[config.mk]
export PLATFORM = sky130hd
export DESIGN_NAME = lc3b_mem_responder
export DESIGN_NICKNAME = d
export VERILOG_FILES = /design/src/rtl/lc3b_mem_responder.sv
export SDC_FILE = /design/constraint.sdc
export NUM_CORES = 2
export LEC_CHECK = 0
export BUFFER_PORTS_ARGS = -buffer_cell sky130_fd_sc_hd__buf_2
export CELL_PAD_IN_SITES_DETAIL_PLACEMENT = 1
export CELL_PAD_IN_SITES_GLOBAL_PLACEMENT = 1
export CORE_UTILIZATION = 45
export CTS_CLUSTER_DIAMETER = 150
export DETAILED_ROUTE_END_ITERATION = 6
export GPL_TIMING_DRIVEN = 1
export HOLD_SLACK_MARGIN = 0.12
export PLACE_DENSITY = 0.64
export SLEW_MARGIN = 20
export SYNTH_ARGS = -nofsm -noshare
export SYNTH_HDL_FRONTEND = slang
export SYNTH_SLANG_ARGS = --single-unit
export TNS_END_PERCENT = 5
[constraint.sdc]
create_clock -name clk -period 7.4 [get_ports clk]
set_input_delay 1.48 -clock clk [delete_from_list [all_inputs] [get_ports clk]]
set_output_delay 1.48 -clock clk [all_outputs]
set_load 0.05 [all_outputs]
[src/rtl/lc3b_mem_responder.sv]
// LC-3b style memory responder: single outstanding request, fixed completion
// latency, byte-lane writes and a registered read-data port.
module lc3b_mem_responder #(
    parameter int unsigned LATENCY    = 3,
    parameter int unsigned ADDR_WIDTH = 8
) (
    input  logic        clk,
    input  logic        reset,
    input  logic        mem_read,
    input  logic        mem_write,
    input  logic [1:0]  mem_byte_enable,
    input  logic [15:0] mem_address,
    input  logic [15:0] mem_wdata,
    output logic [15:0] mem_rdata,
    output logic        mem_resp,
    output logic        proto_err
);

    localparam int unsigned DEPTH = 1 << ADDR_WIDTH;
    localparam int unsigned CNT_W = 4;

    typedef enum logic [1:0] {
        IDLE = 2'd0,
        BUSY = 2'd1,
        RESP = 2'd2
    } state_t;

    state_t                  state;
    logic [CNT_W-1:0]        cnt;
    logic [ADDR_WIDTH-1:0]   cap_idx;
    logic [15:0]             cap_wdata;
    logic [1:0]              cap_be;
    logic                    cap_write;

    logic [15:0]             mem [DEPTH];

    logic [ADDR_WIDTH-1:0]   t_idx;
    logic [15:0]             t_wdata;
    logic [1:0]              t_be;
    logic                    t_write;
    logic                    go_resp;
    logic                    addr_unused;

    // Byte bit and upper address bits only alias into the word index.
    assign addr_unused = ^mem_address;

    // Live transaction view: raw inputs on the accepting edge, captured copy afterwards.
    always_comb begin
        t_idx   = cap_idx;
        t_wdata = cap_wdata;
        t_be    = cap_be;
        t_write = cap_write;
        go_resp = 1'b0;
        case (state)
            IDLE: begin
                t_idx   = mem_address[ADDR_WIDTH:1];
                t_wdata = mem_wdata;
                t_be    = mem_byte_enable;
                t_write = mem_write;
                go_resp = (mem_read || mem_write) && (LATENCY == 1);
            end
            BUSY:    go_resp = (cnt == CNT_W'(1));
            default: go_resp = 1'b0;
        endcase
    end

    // Control FSM with registered response, read data and error flag.
    always_ff @(posedge clk) begin
        if (reset) begin
            state     <= IDLE;
            cnt       <= '0;
            mem_resp  <= 1'b0;
            proto_err <= 1'b0;
            mem_rdata <= '0;
            cap_idx   <= '0;
            cap_wdata <= '0;
            cap_be    <= '0;
            cap_write <= 1'b0;
        end else begin
            mem_resp  <= go_resp;
            proto_err <= 1'b0;
            if (go_resp && !t_write) begin
                mem_rdata <= mem[t_idx];
            end
            case (state)
                IDLE: begin
                    if (mem_read || mem_write) begin
                        cap_idx   <= t_idx;
                        cap_wdata <= t_wdata;
                        cap_be    <= t_be;
                        cap_write <= t_write;
                        cnt       <= CNT_W'(LATENCY - 1);
                        proto_err <= mem_read && mem_write;
                        state     <= go_resp ? RESP : BUSY;
                    end
                end
                BUSY: begin
                    cnt <= cnt - CNT_W'(1);
                    if (go_resp) begin
                        state <= RESP;
                    end
                end
                RESP:    state <= IDLE;
                default: state <= IDLE;
            endcase
        end
    end

    // Storage survives reset; only the commit is suppressed by it.
    always_ff @(posedge clk) begin
        if (!reset && go_resp && t_write) begin
            if (t_be[0]) begin
                mem[t_idx][7:0] <= t_wdata[7:0];
            end
            if (t_be[1]) begin
                mem[t_idx][15:8] <= t_wdata[15:8];
            end
        end
    end

endmodule

==> reports/metrics.cfg <==
[status]
status=finished, final reports clean

[sta]
fin_crit_sh_pct=73.90
worst_pin_slew_ns=1.410
whs_ns=0.4582
setup_tns_ns=0
setup_violations=0
fin_skew_ns=0.05391
setup_slack_ns=1.931
max_freq_mhz=182.9
finalCriticalPeriod_ns=5.469
rsz0062_at_grt=no
final_max_slew_viol_count=0
relSlewSlack_pct=5.977
hold_violations=0

[detailed_routing]
drtIter0Drc=10058
vias=88880
vias_per_cell=6.352
antenna_left=0
wire_per_inst_um=32.38
drc=0
wirelength_um=453100
first_pass_iters=6

[setup_path]
crit_family=compound AO/OA/AOI/OAI gates
crit_path_end_kind=flip-flop
reg2reg_to=mem_rdata[14]
startpoint=state[1]
crit_path_end=mem_rdata[14]
crit_top_cell=buf_4
cp_max_fo=36
regToRegStartpoint=state[1]
cp.required_ns=8.18
r2r_cells=10
r2r_slack_ns=1.93
critPathKind=reg2reg
critPathLaunchType=flip-flop
worst-path-stages=10
slowest_delay_ns=0.91
arrival_ns=6.25
critPathSlowestCell=o41ai_1
critPathBufInv=2
crit_path_cell_trace=nor2_4 > buf_4 > nor3b_1 > a31oi_4 > buf_4 > a21oi_1 > o41ai_1 > a41oi_1 > nor4_1 > a211oi_1

[synthesis]
avgSynthCellArea_um2=16.97
syn-instance-count=9089
synth_seq_area_share_pct=80.40
synth_seq_cells=4147
yosysTopAreaCell=edfxtp_1
synth_warnings=0
synth_top_area_share_pct=79.73
synth_cell_types=41
syn-num-nets=9129
synth_area_um2=154300
synth.area.top_cells=edfxtp_1, a22oi_1, a21oi_1

[power_and_ir_drop]
leakagePower_nw=51.27
peakVddDrop_uv=192.8
cellPowerDensity_nw_per_um2=297.8

[global_route]
grt_pass1_vias=90395
grt_use_total_pct=25.69
antenna_found_initial=26
grt_remaining_overflow=0
grt_max_degree=209
grt_pass1_wl_um=650100

[cells_and_area]
area.growth.synth_to_final_pct=12.31
final_cell_area_um2=173200
drive_above_1_share_pct=9.960
nNetsFinal=9143

[min_path]
hold_path_class=reg2reg
min-delay-start=cap_wdata[14]

[clock_tree]
clkTransAtPathRegs_ns=0.06
tritoncts=yes
post_cts_buffers=0
htreeDepth=5
hold_buffers=0
cts.repair.resized=0
clk_latency_ns=0.96
clock-sinks=4147
cts_made_buffers=421
cts_root_buf=clkbuf_16
cts_buffer_depth=4

[floorplanning]
design.core.area_um2=340300
rows=214
start_util_pct=45.33
ioPinCount=56
die-area_um2=345100
die_x_um=587.5
die_height_um=587.5

[placement]
place_area_um2=159900
hpwlAfterDp_um=260800
place_ws_ns=1.690
globalplace.congestion=0.8117
numPortBuffers=47

[run]
drv_cap=0

## per-stage QoR
stage	std cells	power, mW	utilization (%)
final	13993	51.60	50.91
after CTS	13983	51.85	50.89
after global routing	13987	52.87	50.90
after global placement	13212	31.33	46.98
after detailed placement	13215	31.48	47.00
after floorplan	9089	29.65	-
## worst reg2reg max path, stage by stage, from the launching register on
cell	delay, ns
dfxtp_1	0.39
nor2_4	0.64
buf_4	0.51
nor3b_1	0.15
a31oi_4	0.29
buf_4	0.53
a21oi_1	0.17
o41ai_1	0.91
a41oi_1	0.66
nor4_1	0.87
a211oi_1	0.17
## worst min path at each step
stage                     slack, ns             to  cells past startpoint
final                          0.46  cap_wdata[14]                      2
after global routing           0.48   cap_wdata[2]                      2
after CTS                      0.46   cap_wdata[4]                      2
after detailed placement       0.46   cap_wdata[4]                      2
after global placement         0.45   cap_wdata[3]                      2
after floorplan                0.44   cap_wdata[0]                      2
## sequential cells by signal, indices dropped and copies added, names as in the netlist
register / flops
mem_resp: 1
proto_err: 1
mem_rdata: 16
cap_write: 1
mem: 4096
cnt: 4
state: 2
cap_wdata: 16
cap_idx: 8
cap_be: 2
## layout by cell type, fill, tap and decap left out, drive strengths merged
master    netlist  final
o21a            5      5
nand3b          7      7
bufinv          0     29
inv             7     20
a21oi        1064   1064
nor4           21     21
nor3            9      9
o31ai           4      4
xor2            2      2
or3             3      3
a31oi           1      1
edfxtp       4096   4096
a22oi        2048   2048
a211oi         18     18
o41ai         246    246
nand3          40     40
diode           0      9
clkinvlp        0     11
nand2b         10     10
o31a            2      2
dfxtp          51     51
or2             2      2
o21ai           9      9
buf           474    285
o211ai          1      1
clkbuf        220    519
nand4           5      5
or4             1      1
nor2          537    537
or4b            2      2
ha              2      2
nor3b           2      2
nand2         140    140
a41oi          54     54
nor2b           1      1
clkinv          0    196
o221ai          5      5
## cells in the mapped netlist (all sizes together)
library cell  instances
o31ai                 4
nor3b                 2
o221ai                5
nor4                 21
buf                 474
o31a                  2
nand2               140
o41ai               246
xor2                  2
nor3                  9
a31oi                 1
a211oi               18
or2                   2
inv                   7
nand3                40
nor2b                 1
or3                   3
dfxtp                51
nand2b               10
o211ai                1
edfxtp             4096
a41oi                54
o21ai                 9
nor2                537
ha                    2
o21a                  5
a22oi              2048
nand4                 5
nand3b                7
a21oi              1064
or4                   1
clkbuf              220
or4b                  2
## routing by layer
| metal | up-vias | wire [µm] | global-route usage (%) |
|---|---|---|---|
| li1 | 37596 | - | - |
| met1 | 46822 | 189300 | 36.51 |
| met2 | 3824 | 217500 | 41.70 |
| met3 | 628 | 33220 | 3.397 |
| met4 | 10 | 13030 | 7.324 |
| met5 | - | 63 | 0 |
## logic make-up after synthesis
group / count (synthesis) / synth area share (%)
xor gates and xnor gates: 2 / 0.01136
AOI/OAI and AO/OA: 3457 / 15.35
DFF: 4147 / 80.40
and+or+nand+nor: 780 / 2.040
buffers and inverters: 701 / 2.188
adders and majority gates: 2 / 0.01622
## where the power goes
group          switching (mW)  leakage (nW)  internal [mW]  total [mW]
Clock                    8.99          6.47           11.6        20.6
Sequential             0.0214          37.5           26.4        26.4
Combinational            3.56          7.28           1.06        4.62
Total                    12.6          51.3           39.0        51.6
## area by class of cell
| class | count | area, µm² |
|---|---|---|
| Tap cell | 4536 | 5675 |
| Fill cell | 31237 | 167100 |
| Clock buffer | 519 | 11030 |
| Inverter | 7 | 26.28 |
| Antenna cell | 9 | 22.52 |
| Timing Repair Buffer | 285 | 2933 |
| Sequential cell | 4147 | 124000 |
| Clock inverter | 249 | 2215 |
| Multi-Input combinational cell | 4241 | 27330 |
(Power assumes the default switching activity.)
